File: config.mk
export PLATFORM = sky130hd
export DESIGN_NAME = uart_cmd_responder
export DESIGN_NICKNAME = d
export VERILOG_FILES = /design/src/rtl/uart_cmd_responder.sv
export SDC_FILE = /design/constraint.sdc
export NUM_CORES = 1
export LEC_CHECK = 0
export CORE_MARGIN = 2
export CORE_UTILIZATION = 54
export CTS_BUF_LIST = sky130_fd_sc_hd__clkbuf_4 sky130_fd_sc_hd__clkbuf_8 sky130_fd_sc_hd__clkbuf_16
export DETAILED_ROUTE_END_ITERATION = 10
export HOLD_SLACK_MARGIN = 0.15
export MAX_ROUTING_LAYER = met4
export PLACE_DENSITY_LB_ADDON = 0.12
export SETUP_SLACK_MARGIN = 0.4
export SYNTH_ARGS = -nofsm -noshare
export SYNTH_HDL_FRONTEND = slang
export SYNTH_SLANG_ARGS = --single-unit
File: constraint.sdc
create_clock -name clk -period 4.7 [get_ports clk]
set_input_delay 1.41 -clock clk [delete_from_list [all_inputs] [get_ports clk]]
set_output_delay 1.41 -clock clk [all_outputs]
set_load 0.03 [all_outputs]
File: src/rtl/uart_cmd_responder.sv
// rtl/uart_cmd_responder.sv - UART register-access command responder
// Parses raw W/R byte commands from uart_rx, owns an 8-bit register file, replies through uart_tx.
module uart_cmd_responder #(
  parameter int NUM_REGS       = 8,
  parameter int TIMEOUT_CYCLES = 500_000,
  parameter int TO_W           = 20
) (
  input  logic                  clk,
  input  logic                  rst,
  input  logic                  rx_valid,
  input  logic [7:0]            rx_byte,
  input  logic                  framing_error,
  input  logic                  tx_ready,
  input  logic                  tx_accept,
  output logic                  tx_start,
  output logic [7:0]            tx_byte,
  output logic [NUM_REGS*8-1:0] regs_flat,
  output logic                  busy,
  output logic                  overrun
);

  localparam int AW = (NUM_REGS > 1) ? $clog2(NUM_REGS) : 1;

  localparam logic [7:0]      CMD_WRITE = 8'h57;
  localparam logic [7:0]      CMD_READ  = 8'h52;
  localparam logic [7:0]      RSP_OK    = 8'h4B;
  localparam logic [7:0]      RSP_BAD   = 8'h3F;
  localparam logic [7:0]      RSP_FRAME = 8'h21;
  localparam logic [8:0]      NUM_REGS_W = 9'(NUM_REGS);
  localparam logic [TO_W-1:0] TO_LAST    = TO_W'(TIMEOUT_CYCLES - 1);

  typedef enum logic [2:0] {
    S_IDLE,
    S_GET_ADDR,
    S_GET_DATA,
    S_SEND,
    S_WAIT_ACC
  } state_t;

  state_t                     state_q, state_d;
  logic                       is_write_q, is_write_d;
  logic [AW-1:0]              addr_q, addr_d;
  logic [7:0]                 tx_byte_q, tx_byte_d;
  logic                       tx_start_q, tx_start_d;
  logic                       overrun_q, overrun_d;
  logic [TO_W-1:0]            to_cnt_q, to_cnt_d;
  logic [NUM_REGS-1:0][7:0]   regs_q, regs_d;

  logic                       reply_load;
  logic [7:0]                 reply_val;
  logic                       addr_ok;

  assign addr_ok = ({1'b0, rx_byte} < NUM_REGS_W);

  always_comb begin
    state_d    = state_q;
    is_write_d = is_write_q;
    addr_d     = addr_q;
    tx_byte_d  = tx_byte_q;
    tx_start_d = tx_start_q;
    overrun_d  = overrun_q;
    to_cnt_d   = '0;
    regs_d     = regs_q;
    reply_load = 1'b0;
    reply_val  = 8'h00;

    case (state_q)
      S_IDLE: begin
        if (framing_error) begin
          reply_load = 1'b1;
          reply_val  = RSP_FRAME;
        end else if (rx_valid) begin
          if (rx_byte == CMD_WRITE || rx_byte == CMD_READ) begin
            is_write_d = (rx_byte == CMD_WRITE);
            state_d    = S_GET_ADDR;
          end else begin
            reply_load = 1'b1;
            reply_val  = RSP_BAD;
          end
        end
      end

      S_GET_ADDR: begin
        if (framing_error) begin
          reply_load = 1'b1;
          reply_val  = RSP_FRAME;
        end else if (rx_valid) begin
          addr_d = rx_byte[AW-1:0];
          if (!addr_ok) begin
            reply_load = 1'b1;
            reply_val  = RSP_BAD;
          end else if (!is_write_q) begin
            reply_load = 1'b1;
            reply_val  = regs_q[rx_byte[AW-1:0]];
          end else begin
            state_d = S_GET_DATA;
          end
        end else if (to_cnt_q == TO_LAST) begin
          state_d = S_IDLE;
        end else begin
          to_cnt_d = to_cnt_q + 1'b1;
        end
      end

      S_GET_DATA: begin
        if (framing_error) begin
          reply_load = 1'b1;
          reply_val  = RSP_FRAME;
        end else if (rx_valid) begin
          regs_d[addr_q] = rx_byte;
          reply_load     = 1'b1;
          reply_val      = RSP_OK;
        end else if (to_cnt_q == TO_LAST) begin
          state_d = S_IDLE;
        end else begin
          to_cnt_d = to_cnt_q + 1'b1;
        end
      end

      S_SEND: begin
        if (rx_valid) begin
          overrun_d = 1'b1;
        end
        if (tx_ready) begin
          tx_start_d = 1'b1;
          state_d    = S_WAIT_ACC;
        end
      end

      S_WAIT_ACC: begin
        if (rx_valid) begin
          overrun_d = 1'b1;
        end
        if (tx_accept) begin
          tx_start_d = 1'b0;
          state_d    = S_IDLE;
        end
      end

      default: begin
        state_d    = S_IDLE;
        tx_start_d = 1'b0;
      end
    endcase

    // A ready transmitter takes the reply straight away, saving the SEND cycle.
    if (reply_load) begin
      tx_byte_d = reply_val;
      if (tx_ready) begin
        tx_start_d = 1'b1;
        state_d    = S_WAIT_ACC;
      end else begin
        state_d = S_SEND;
      end
    end
  end

  always_ff @(posedge clk) begin
    if (rst) begin
      state_q    <= S_IDLE;
      is_write_q <= 1'b0;
      addr_q     <= '0;
      tx_byte_q  <= 8'h00;
      tx_start_q <= 1'b0;
      overrun_q  <= 1'b0;
      to_cnt_q   <= '0;
      regs_q     <= '0;
    end else begin
      state_q    <= state_d;
      is_write_q <= is_write_d;
      addr_q     <= addr_d;
      tx_byte_q  <= tx_byte_d;
      tx_start_q <= tx_start_d;
      overrun_q  <= overrun_d;
      to_cnt_q   <= to_cnt_d;
      regs_q     <= regs_d;
    end
  end

  assign tx_start  = tx_start_q;
  assign tx_byte   = tx_byte_q;
  assign regs_flat = regs_q;
  assign busy      = (state_q != S_IDLE);
  assign overrun   = overrun_q;

endmodule

==> results summary, run 1 <==
From synthesis to final layout, the design area changed by 22.9%. The die area is 9430 sq um. The sum of net half-perimeters after detailed placement is 8.08 mm. The count of hold-fix buffers inserted at cts is 0. For this design the static power due to leakage is 2.15 nW. The hold violation count in the final report is 0.

Setup violations remaining at the end of the flow were counted as 0. The total negative setup slack is 0 ns. The number of vias per cell after detailed routing came out at 5.74. The worst register-to-register path has a setup slack of 2.27 ns.

The number of buffers created by CTS is 9. The library cells used most frequently in the layout, excluding fill and tap cells, are dfxtp_1 (101), nor2_1 (97), clkdlybuf4s50_1 (87). The clock network accounts for 34.5% of the total power. The share of synthesized area occupied by flip-flops and latches came out at 43.2%. The number of placed I/O pins came out at 89. Walking the worst path, the cells encountered are nor3_1 -> inv_1 -> clkdlybuf4s50_1. TritonCTS built the clock tree. The via count came out at 3802.

The tree built by TritonCTS fans out to 101 sinks. The worst slack at placement came out at 0.968 ns. Row generation in the floorplan step produced 33 rows. The final critical-path required period is 3.42 ns. The flow ran to the end, and the final reports show no timing, DRC or antenna violations. The post-synthesis register bit count came out at 101.

The highest clock rate came out at 292 MHz. The cell internal power dissipation came out at 1.20 mW. The pre-antenna-repair detailed-routing pass consisted of 5 iterations.

The number of cells on the worst hold path is 1. The portion of netlist area occupied by mux cells came out at 23.2%. The worst hold path belongs to the class reg2reg. Setup repair after global routing left no endpoint under its margin.

The slowest cell on the critical path is clkdlybuf4s50_1. In this run the horizontal extent of the chip is 97.1 um. The average instance in the mapped netlist occupies 9.68 sq um. The worst slew margin relative to its limit is 49.5%.

CTS placed an instance of clkbuf_8 at the clock tree root. The largest buffer count on any clock path came out at 2. The nature of the critical path endpoint is an output pin.

The number of post-CTS setup repair buffers is 0. Counting cells, the worst reg-to-reg path comes to 5. The switching part of the total power is 27.7%. CTS built an H-tree with a depth of 3. Once the floorplan was initialized, standard cells occupied 56.4% of the core. The share of flip-flops with an asynchronous set or reset after synthesis came out at 0%. For this block, the routed nets add up to 11.7 mm of wire. In the final design database the tool counted 567 nets. The number of max-slew violations in the final report came out at 0. On the worst path, the slowest cell contributes a delay of 0.60 ns. The synthesized netlist devotes 3.55% of its cell area to XOR and XNOR gates. The setup skew after layout came out at 0.0114 ns. For the pin with the worst max-slew slack, the measured transition is 0.755 ns.

The synthesized netlist devotes 7.13% of its cell area to compound gates. The maximum resistive drop on vdd is 0.153 mV. The number of unique standard cell types used by synthesis is 54.

The area share of fa/ha/maj cells after synthesis came out at 0.267%. The most used flip-flop cell after synthesis is dfxtp_1. The net count after synthesis is 499. The number of global-route vias before repair came out at 3700.

The weighted congestion reported at the end of routability-driven placement came out at 0.846. The core region is 8300 sq um. The proportion of layout cells with a drive suffix above 1 came out at 9.16%. The type of the setup path with the least slack is reg2out. The required time of the worst setup path came out at 3.29 ns. Synthesis produced a netlist whose cell count is 484.

For the worst-skew pair, the clock arrives at the later sink with an insertion delay of 0.37 ns. The post-CTS resize count is 0. In this run, synthesis inferred 0 flip-flops with an integrated enable. STA puts the critical path data arrival time at 2.01 ns. The sum of overflow across all layers after global routing is 0. The warning count from the yosys run came out at 0. The post-detailed-route count of antenna-violating nets came out at 0. The ratio of final minimum period to clock period is 72.9%. The cell area after technology mapping came out at 4680 sq um. Leaving out fill and tap cells, the most frequent cell in the layout is dfxtp_1.

The sequential share of power came out at 53.8%. The die span in y came out at 97.1 um. Counting the fill cells in the layout gives 650. The wire length of the first global-routing pass came out at 18.7 mm. The maximum fanout along the worst path is 14.

The multi-input logic area came out at 2430 sq um. The power share of the combinational group is 11.8%. The clock edge transition at the registers on the reported setup and hold paths came out at 0.10 ns.

The post-synthesis share of cell area spent on and, or, nand and nor gates is 17.6%. The sequential cell area is 2020 sq um. The total of buffers placed on input and output ports came out at 88. Summed over all nets, the switching power comes to 458 uW.

The overall track demand over capacity in global routing is 25.2%. The number of antenna violations at the first check in global routing came out at 0. The DRC marker count from the first detailed-route iteration is 164.

The repair_antennas step left the layout with diodes totalling 0. The post-route DRC violation count is 0. The number of max-cap violations came out at 0. For this design the ratio of total power to cell area is 288 nW/um^2.

The maximum number of pins on one net before global-route repair is 69. For this run, the share of the core covered by cells in the final layout is 69.4%. Dividing the detail-routed wire length by the instance count gives 17.7 um. STA classifies the critical path startpoint as a register. The slack of the critical path came out at 1.28 ns. The main combinational cell family by area after synthesis is multiplexers.
-- cell families (layout without fill, tap and decap cells) --
| logic type | after synthesis | count (layout) |
|---|---|---|
| xor+xnor | 19 | 19 |
| flops | 101 | 101 |
| mux | 88 | 88 |
| compound gates | 49 | 49 |
| fa+ha+maj | 1 | 1 |
| simple gates | 175 | 175 |
| buf+inv | 51 | 124 |
-- state kept, by name (all words and copies together) (netlist names) --
name,flops
to_cnt_q,20
is_write_q,1
tx_start,1
overrun,1
tx_byte,8
regs_flat,64
addr_q,3
state_q,3
-- critical path: cells and delay by family, from the launching register on --
kind	cells	cell delay, ns
simple gates	1	0.51
flops	1	0.45
buf+inv	2	0.67
-- path summary, 6_finish.rpt --
path	start	to
worst max register to register	state_q[1]	regs_flat[7]
worst max-delay path	state_q[2]	busy
worst min-delay path	to_cnt_q[0]	to_cnt_q[0]
worst min register to register	to_cnt_q[0]	to_cnt_q[0]
-- routing by layer --
metal  global-route usage, %  share of wire [%]
met5                       -                  0
met4                    10.8                2.4
met3                    5.68                6.1
met2                    37.9                 47
met1                    32.7                 45
-- power groups by stage --
stage	clock (mW)	combinational [mW]	sequential, mW
after CTS	0.582	0.194	0.890
after global placement	0	0.192	0.909
after floorplan	0	0.128	0.917
after detailed placement	0	0.193	0.910
final	0.571	0.195	0.890
after global routing	0.613	0.209	0.893
-- layout make-up --
type | count | area share, %
Clock buffer | 9 | 2.15
Inverter | 14 | 0.913
Clock inverter | 7 | 1.41
Sequential cell | 101 | 35.1
Multi-Input combinational cell | 332 | 42.1
Tap cell | 105 | 2.28
Timing Repair Buffer | 94 | 16.0
-- Yosys cell counts (all sizes together), types with 2 or more instances --
cell type	number	area [sq um]
a211o	2	17.5
a21boi	2	15.0
a21oi	11	55.1
a221oi	3	26.3
a31oi	4	25.0
a41oi	2	17.5
and3	3	18.8
buf	18	111
clkbuf	19	71.3
dfxtp	101	2020
inv	14	52.6
mux2	6	67.6
mux2i	66	661
mux4	16	360
nand2	18	67.6
nand2b	5	31.3
nand3	12	65.1
nand3b	3	22.5
nand4	5	31.3
nor2	99	377
nor3	13	76.3
nor3b	3	22.5
nor4	2	12.5
o21ai	12	60.1
o41ai	2	17.5
or3	4	30.0
or4b	3	30.0
xnor2	11	96.3
xor2	8	70.1
-- stage by stage --
step	cells	instance area (sq um)	power, mW	hold WS, ns
after floorplan	484	4680	1.04	0.426
after global placement	646	5550	1.10	0.440
after detailed placement	646	5550	1.10	0.448
after CTS	662	5760	1.67	0.471
after global routing	662	5760	1.72	0.520
final	662	5760	1.66	0.469
Power figures use the tool's default switching activity.
==> run 2: changes to the inputs <==
CORE_UTILIZATION = 52   (was 54)
clock period = 3.35 ns   (was 4.7 ns; I/O delays follow)
==> run 2 against run 1 <==
Non-clock buffer count up 14. Via count up 2.1%. Global-route usage up 0.45 points. Core utilization down 1.9 points. Cell count up 2.6%. Critical path type unchanged.
==> results summary, run 2 (same netlist as run 1, synthesis figures left out) <==
The flow ran to the end, and the final reports show no timing, DRC or antenna violations. The sum of overflow across all layers after global routing is 0 (unchanged). The antenna cell count is 0 (unchanged). The total of buffers placed on input and output ports came to 88 (unchanged). The final design area excluding fillers came out at 5880 sq um (+2.1%). The critical path is of the reg2out type. The critical path starts at state_q[1]. The die boundary width came out at 98.9 um (+1.8%). The setup skew after layout came out at 0.00903 ns (-0.00237 ns). The leakage power is 2.23 nW (+3.8%).

The post-route DRC violation count came out at 0 (unchanged). The hold violation count in the final report is 0 (unchanged). The proportion of layout cells with a drive suffix above 1 came to 11.6% (+2.4 points). The overall track demand over capacity in global routing is 25.6% (+0.45 points). The tree is rooted in a clkbuf_8.

The maximum fanout along the worst path is 12 (-2). The die span in y is 98.9 um (+1.8%). The weighted congestion reported at the end of routability-driven placement was 0.898 (+6.2%). The highest clock rate is 350 MHz. The worst slew margin relative to its limit is 60.5% (+11 points). The startpoint identified for the worst hold timing path is to_cnt_q[0]. The number of global-route vias before repair is 3807 (+2.9%). The die area is 9780 sq um (+3.7%). The count of hold-fix buffers inserted at cts came out at 0 (unchanged). The wire length of the first global-routing pass is 19.4 mm (+4.1%). The most common cell after layout, fill and taps aside is dfxtp_1.

The maximum number of pins on one net before global-route repair came out at 57 (-17%). The number of buffers created by CTS came out at 9 (unchanged). The number of antenna violations at the first check in global routing came out at 0 (unchanged). The clock edge transition at the registers on the reported setup and hold paths is 0.10 ns (about the same). The worst flop-to-flop path startpoint is state_q[1].

The worst-skew pair later-pin latency is 0.36 ns (about the same). STA classifies the critical path endpoint as an output pin. The total negative setup slack is 0 ns (unchanged). The via count is 3880 (+2.1%). The number of sinks on the clock net is 101 (unchanged). The number of flip-flops under the largest register name is 64 (unchanged).

Setup repair after global routing left no endpoint under its margin. The net total in the final layout is 581 (+2.5%). The final routed wirelength across all metal layers is 11.9 mm (+1.7%).

The level count of the clock H-tree is 3 (unchanged). The sum of net half-perimeters after detailed placement was 8.41 mm (+4.1%). The min-delay analysis places its worst path in the category reg2reg. The core area came out at 8720 sq um (+5.1%).

The final total power came to 2.28 mW (+38%). The ratio of final minimum period to clock period came out at 85.4%. The total of endpoints with negative setup slack in the final report was 0 (unchanged). TritonCTS built the clock tree. The final critical-path required period came out at 2.86 ns. The required time of the worst setup path is 2.34 ns (-0.95 ns). The area growth from synthesis to layout is 25.6%. The number of max-cap violations came out at 0 (unchanged). The arrival time reported for the critical path endpoint came to 1.85 ns (-0.16 ns). The number of placed I/O pins came out at 89 (unchanged). The DRC marker count from the first detailed-route iteration came out at 177 (+7.9%). The row count is 34 (+3.0%). The post-detailed-route count of antenna-violating nets came out at 0 (unchanged). The library cells used most frequently in the layout, excluding fill and tap cells, are dfxtp_1 (101), nor2_1 (97), clkdlybuf4s50_1 (87). The total power density per cell area is 389 nW/um^2 (+35%). The detail-routed net length per standard cell is 17.5 um (-0.86%). The area of placed instances came out at 5690 sq um (+2.4%). The startpoint type of the worst setup path is a register. The largest buffer count on any clock path came to 2 (unchanged). The number of vias per cell after detailed routing came out at 5.71 (-0.50%). The maximum resistive drop on vdd came out at 0.241 mV (+58%).

The detailed-routing iteration count for the pre-antenna-repair pass came out at 4 (-1). The actual slew at the worst max-slew pin came out at 0.588 ns (-0.167 ns). The number of max-slew violations in the final report is 0 (unchanged). The initial standard-cell utilization of the core came to 53.7% (-2.7 points).
## run 2: cell count changes in the layout (fill, tap and decap cells not counted)
cell | before | now
inv_8 | 1 | 0
bufinv_16 | 1 | 0
nor3_2 | 0 | 1
clkbuf_4 | 0 | 1
buf_12 | 0 | 2
clkinvlp_4 | 3 | 1
clkbuf_8 | 9 | 11
buf_4 | 6 | 18
clkinv_2 | 0 | 1
nor3_1 | 12 | 11
## run 2: worst paths after layout
| kind | endpoint | slack, ns | depth (start not counted) |
|---|---|---|---|
| min reg2reg | to_cnt_q[0] | 0.48 | 1 |
| min | to_cnt_q[0] | 0.48 | 1 |
| max | busy | 0.49 | 3 |
| max reg2reg | regs_flat[38] | 1.11 | 6 |
## run 2: critical path, cell delays in order (launching register included)
cell and delay (ns):
dfxtp_1 0.45, nor3_2 0.38, inv_1 0.07, clkdlybuf4s50_1 0.59
## run 2: layout make-up
class                           instances  area (sq um)
Clock buffer                           12           159
Inverter                               14          52.6
Sequential cell                       101          2020
Timing Repair Buffer                  108          1050
Fill cell                             678          2840
Multi-Input combinational cell        332          2430
Tap cell                              108           135
Clock inverter                          4          30.0
## run 2: report_power, final
group / internal (mW) / switching, mW / leakage, nW
sequential: 1.22 / 0.0261 / 0.815
combinational: 0.118 / 0.176 / 1.32
clock: 0.323 / 0.422 / 0.0964
## run 2: timing repair
item / in CTS / in global routing
setup endpoints to repair: 1 / 0
buffers inserted: 0 / 0
resized for setup: 1 / 0
## run 2: through the flow
step | setup WS (ns) | std cells | hold slack [ns] | utilization, %
floorplan | 0.775 | 484 | 0.426 | -
detailed placement | 0.175 | 663 | 0.457 | 65.2
finish | 0.491 | 679 | 0.477 | 67.4
CTS | 0.513 | 679 | 0.480 | 67.4
global route | 0.420 | 679 | 0.511 | 67.4
global placement | 0.265 | 663 | 0.438 | 65.2
## run 2: layer usage
layer / routed length (um) / GRT usage [%] / vias to the layer above / share of wire [%]
met2: 5920 / 41.8 / 126 / 50
met4: 109 / 6.01 / 0 / 0.92
li1: - / - / 1863 / -
met3: 742 / 6.10 / 12 / 6.2
met5: 0 / - / - / 0
met1: 5140 / 32.4 / 1879 / 43
==> run 3: changes to the inputs <==
CORE_MARGIN = 1   (was 2)
==> run 3 against run 2 <==
Worst setup slack gained 0.033 ns. Flip-flop and latch count is the same. Global-route usage grew 0.64 points. Hold slack gained 0.0025 ns. Clock skew grew 0.0065 ns. Power grew 0.31%.
==> results summary, run 3 (same netlist as run 1, synthesis figures left out) <==
The number of vias per cell after detailed routing came out at 5.62 (-1.6%). The register-to-register setup slack was 1.04 ns (-0.07 ns). The final design area excluding fillers came out at 5880 sq um (about the same). The switching part of the total power is 28.4% (+1.1 points). The worst setup path is launched from a register. The worst slew margin relative to its limit came out at 60.0% (-0.50 points).

The detail-routed net length per standard cell is 17.3 um (-1.6%). The die area came out at 9390 sq um (-4.0%). The ratio of final minimum period to clock period came out at 84.4% (-0.97 points).

The number of post-CTS setup repair buffers was 0 (unchanged). The total of endpoints with negative setup slack in the final report is 0 (unchanged). The post-route DRC violation count came out at 0 (unchanged). The net total in the final layout came out at 581 (unchanged). The final critical-path required period came out at 2.83 ns (-0.0326 ns). The power share of the combinational group is 12.6% (-0.3 points). The number of max-slew violations in the final report came out at 0 (unchanged). The hold violation count in the final report is 0 (unchanged).

The arrival time reported for the critical path endpoint came to 1.82 ns (-0.03 ns). The cell depth of the worst flop-to-flop path is 6 (unchanged). The switching power came out at 651 uW (+4.4%). The total negative setup slack came out at 0 ns (unchanged). The overall track demand over capacity in global routing came to 26.3% (+0.64 points).

The endpoint of the worst hold-timing path is overrun. The actual slew at the worst max-slew pin was 0.595 ns (+0.00739 ns). The clock tree from TritonCTS is done. The die boundary width came to 96.9 um (-2.0%).

The sum of overflow across all layers after global routing is 0 (unchanged). The top cell types in the final layout, fill and taps aside, are dfxtp_1 (100), nor2_1 (97), clkdlybuf4s50_1 (87). The area of placed instances was 5690 sq um (unchanged). The number of buffers created by CTS came to 9 (unchanged). The die span in y is 96.9 um (-2.0%). The via count was 3818 (-1.6%). In this run the critical register-to-register path is captured at regs_flat[32].

The wire length of the first global-routing pass is 19.0 mm (-2.2%). The DRC marker count from the first detailed-route iteration is 187 (+5.6%). The maximum fanout along the worst path came out at 13 (+1).

The worst min-delay path startpoint is overrun. The level count of the clock H-tree came to 3 (unchanged). The weighted congestion reported at the end of routability-driven placement is 0.873 (-2.8%). Setup repair after global routing left no endpoint under its margin. The number of max-cap violations is 0 (unchanged). The core area is 8720 sq um (unchanged). The number of sinks on the clock net came to 101 (unchanged). The source of the critical timing path is state_q[0]. The utilization after layout is 67.5% (about the same).

The part of the total power dissipated in the clock network came out at 32.8% (+0.2 points). The number of antenna violations at the first check in global routing is 0 (unchanged). The largest buffer count on any clock path is 2 (unchanged). The number of cells on the worst hold path came out at 2 (+1). The proportion of layout cells with a drive suffix above 1 came out at 11.7% (+0.18 points). The flow ran to the end, and the final reports show no timing, DRC or antenna violations. The antenna cell count came to 0 (unchanged). The maximum resistive drop on vdd is 0.251 mV (+4.2%). STA classifies the critical path endpoint as an output pin. Clock tree synthesis selected as its root buffer the cell clkbuf_8. The number of global-route vias before repair is 3728 (-2.1%). The total power density per cell area is 389 nW/um^2 (+0.25%).

The row count came out at 34 (unchanged). In this run the critical register-to-register path is launched from state_q[1]. The final total power is 2.29 mW (+0.31%).

The area growth from synthesis to layout came out at 25.6% (about the same). The worst setup path is of the reg2out kind. The maximum number of pins on one net before global-route repair came to 53 (-7.0%). The final routed wirelength across all metal layers came to 11.7 mm (-1.6%). The count of hold-fix buffers inserted at cts was 0 (unchanged). The sequential share of power is 54.6% (about the same). The post-detailed-route count of antenna-violating nets came out at 0 (unchanged). The total of buffers placed on input and output ports is 88 (unchanged). The cell internal power dissipation was 1.64 mW (-1.2%). The most common cell after layout, fill and taps aside is dfxtp_1. The post-CTS resize count was 1 (unchanged). The worst hold path belongs to the class reg2reg. The clock edge transition at the registers on the reported setup and hold paths is 0.09 ns (about the same). The leakage power was 2.23 nW (about the same). The setup skew after layout came out at 0.0155 ns (+0.00647 ns). The number of instances in the placed design was 663 (unchanged).

The highest clock rate is 354 MHz (+1.2%). The worst-skew pair later-pin latency came out at 0.38 ns (+0.02 ns). The sum of net half-perimeters after detailed placement came out at 8.12 mm (-3.4%). The detailed-routing iteration count for the pre-antenna-repair pass is 4 (unchanged). The number of placed I/O pins came out at 89 (unchanged). The required time of the worst setup path came out at 2.34 ns (about the same).

The number of non-filler instances in the completed layout is 679 (unchanged). The number of flip-flops under the largest register name came out at 64 (unchanged). The initial standard-cell utilization of the core is 53.7% (unchanged).
## run 3: power groups by stage
| stage | registers (mW) | logic (mW) | clock network, mW |
|---|---|---|---|
| final | 1.25 | 0.290 | 0.751 |
| after global routing | 1.26 | 0.310 | 0.826 |
| after CTS | 1.25 | 0.289 | 0.770 |
| after detailed placement | 1.28 | 0.285 | 0 |
| after global placement | 1.28 | 0.281 | 0 |
| after floorplan | 1.29 | 0.179 | 0 |
## run 3: metal layers
metal / part of all wire [%] / vias up / global-route usage, %
met4: 1.9 / 0 / 8.73
met3: 6.5 / 15 / 8.38
met1: 44 / 1831 / 32.2
li1: - / 1857 / -
met5: 0 / - / -
met2: 48 / 115 / 41.0
## run 3: how the worst max path moves through the flow
stage	end	slack [ns]	cells after the start
2_1_floorplan	tx_byte[5]	0.78	6
3_3_place_gp	tx_byte[5]	0.25	6
3_5_place_dp	tx_byte[0]	0.19	7
4_1_cts	busy	0.47	3
5_1_grt	busy	0.42	3
6_report	busy	0.52	3
## run 3: critical path, cell delays in order, from the launching register on
cell	delay, ns
dfxtp_1	0.59
nor3_2	0.13
inv_1	0.07
clkdlybuf4s50_1	0.66
## run 3: through the flow
step	hold WS [ns]	setup slack (ns)
finish	0.480	0.523
global route	0.524	0.416
CTS	0.491	0.471
detailed placement	0.459	0.191
global placement	0.442	0.255
floorplan	0.426	0.775
## run 3: area by class of cell
class | instances | area, sq um
clock buffers | 10 | 138
clock inverters | 6 | 53.8
fillers | 735 | 2840
inverters | 14 | 52.6
multi-input cells | 332 | 2430
flip-flops and latches | 101 | 2020
well taps | 108 | 135
repair buffers | 108 | 1050
==> patch (settings of run 2) <==
Re-encode `state_t` (5 states) as Gray code, 3 bits wide.
--- a/src/rtl/uart_cmd_responder.sv
+++ b/src/rtl/uart_cmd_responder.sv
@@ -32,7 +32,7 @@
   typedef enum logic [2:0] {
-    S_IDLE,
-    S_GET_ADDR,
-    S_GET_DATA,
-    S_SEND,
-    S_WAIT_ACC
+    S_IDLE     = 3'b000,
+    S_GET_ADDR = 3'b001,
+    S_GET_DATA = 3'b011,
+    S_SEND     = 3'b010,
+    S_WAIT_ACC = 3'b110
   } state_t;
Check against the original RTL: no difference found for any inputs over 4 cycles, from zero or initial values and one cycle with rst high; so few cycles prove little.
==> patch against run 2 <==
  * Area after synthesis grew 1.5%
  * Global-route usage shrank 0.33 points
  * Total power grew 1.5%
  * Cell area is essentially flat
  * Routed wire length shrank 0.62%
  * Worst setup slack gained 0.084 ns
  * Sequential cell count is the same
  * Core utilization shrank 0.62 points
  * Non-clock buffer count grew 1
  * Critical path depth grew 3
  * Critical path type is now in -> reg
  * Largest power group unchanged
==> patch: results (changes against run 2) <==
\begin{tabular}{lr}
\hline
Metric & Value \\
\hline
\multicolumn{2}{l}{\textbf{Run status}} \\
Run status & complete, no violations (unchanged) \\
\multicolumn{2}{l}{\textbf{Critical path}} \\
Startpoint of the worst setup timing path & rx\_byte[3] (was state\_q[1]\$\_SDFFE\_PP0P\_) \\
Worst path arrival time & 3.06 ns (was 1.85 ns) \\
Crit path max fanout & 10 (was 12) \\
R2r setup slk & 1.28 ns (was 1.11 ns) \\
Crit-path leading delay family & compound AO/OA/AOI/OAI gates (was buffers and inverters) \\
Register-to-Register Path Depth & 7 (was 6) \\
Slowest-stage cell, CP & or3\_4 (was clkdlybuf4s50\_1) \\
Capturing instance or port of the critical path & tx\_byte[3]\$\_SDFFE\_PP0P\_ (was busy) \\
\multicolumn{2}{l}{\textbf{GRT}} \\
Wire length of the first global-routing pass & 19,000 µm (was 19,400 µm) \\
Overall fraction of global-route tracks in use & 25.3\% (was 25.6\%) \\
Number of global-route vias before repair & 3,648 (was 3,807) \\
\multicolumn{2}{l}{\textbf{Placement}} \\
Placer congestion estimate & 0.842 (was 0.898) \\
Post-Place Cells & 650 (was 663) \\
HPWL after detailed placement & 8440 µm (was 8410 µm) \\
\multicolumn{2}{l}{\textbf{Logic synthesis}} \\
Total nets after synthesis & 487 (was 499) \\
Synth unique cells & 53 (was 54) \\
\multicolumn{2}{l}{\textbf{Power}} \\
Reg power frac & 53.6\% (was 54.6\%) \\
Share of total power in the clock network & 36.0\% (was 32.6\%) \\
Total leakage power & 2.44 nW (was 2.23 nW) \\
\multicolumn{2}{l}{\textbf{Min path}} \\
Sink of the worst hold path & tx\_byte[0]\$\_SDFFE\_PP0P\_ (was to\_cnt\_q[0]\$\_SDFF\_PP0\_) \\
Cell count of the worst hold path & 2 (was 1) \\
\multicolumn{2}{l}{\textbf{Finish}} \\
Layout cells sized above 1 & 14.3\% (was 11.6\%) \\
Final net count & 568 (was 581) \\
\multicolumn{2}{l}{\textbf{Route}} \\
Count of routing violations after the opening detailed-route iteration & 140 (was 177) \\
Number of vias per cell & 5.76 (was 5.71) \\
Count of TritonRoute iterations in the first routing pass & 6 (was 4) \\
\hline
\end{tabular}
## patch: changes by cell type in the layout (fill, tap and decap cells not counted), moves of 3 or more
cell,change
or2_2,+3
nor2_1,+5
mux2i_1,+3
inv_1,-4
o21ai_0,-10
a21oi_1,-3
nor4b_1,+3
nor3b_1,-3
or3b_2,+4
nand2b_1,-5
## patch: cell type report
class / count / share of cell area [%]
multi-input cells: 322 / 41.2
flip-flops and latches: 101 / 34.4
repair buffers: 109 / 17.8
clock buffers: 11 / 2.57
well taps: 108 / 2.30
clock inverters: 5 / 1.11
inverters: 10 / 0.638
## patch: cell families (layout without fill, tap and decap cells)
family	after synthesis	after routing	share of synthesized area [%]
AND/OR/NAND/NOR	179	179	18.3
buffers and inverters	49	135	6.66
adder cells (fa/ha/maj)	1	1	0.263
AO/OA/AOI/OAI	32	32	5.26
multiplexers	91	91	23.5
XOR/XNOR	19	19	3.50
flip-flops	101	101	42.5
## patch: layer usage
layer  routed length, µm  up-vias  global-route usage (%)  share of wire [%]
met4                 177        0                    9.48                1.5
li1                    -     1812                       -                  -
met5                   0        -                       -                  0
met1                5590     1888                    35.4                 47
met2                5540      122                    37.6                 47
met3                 522       15                    3.23                4.4
## patch: what timing repair did
| action | in CTS | in global routing |
|---|---|---|
| pin swaps | 0 | 0 |
| resized for setup | 1 | 3 |
| endpoints found under the setup margin | 1 | 1 |
| hold endpoints to repair | 0 | 0 |
| setup buffers | 0 | 0 |
## patch: stage by stage
stage                     util [%]  power [mW]  setup WS, ns  instance area [µm²]
final                         66.8        2.32         0.575                 5880
after global routing          66.8        2.40         0.477                 5880
after CTS                     66.7        2.33         0.444                 5870
after detailed placement      64.2        1.51         0.213                 5660
after global placement        64.2        1.50         0.259                 5660
after floorplan                  -        1.44         0.838                 4750
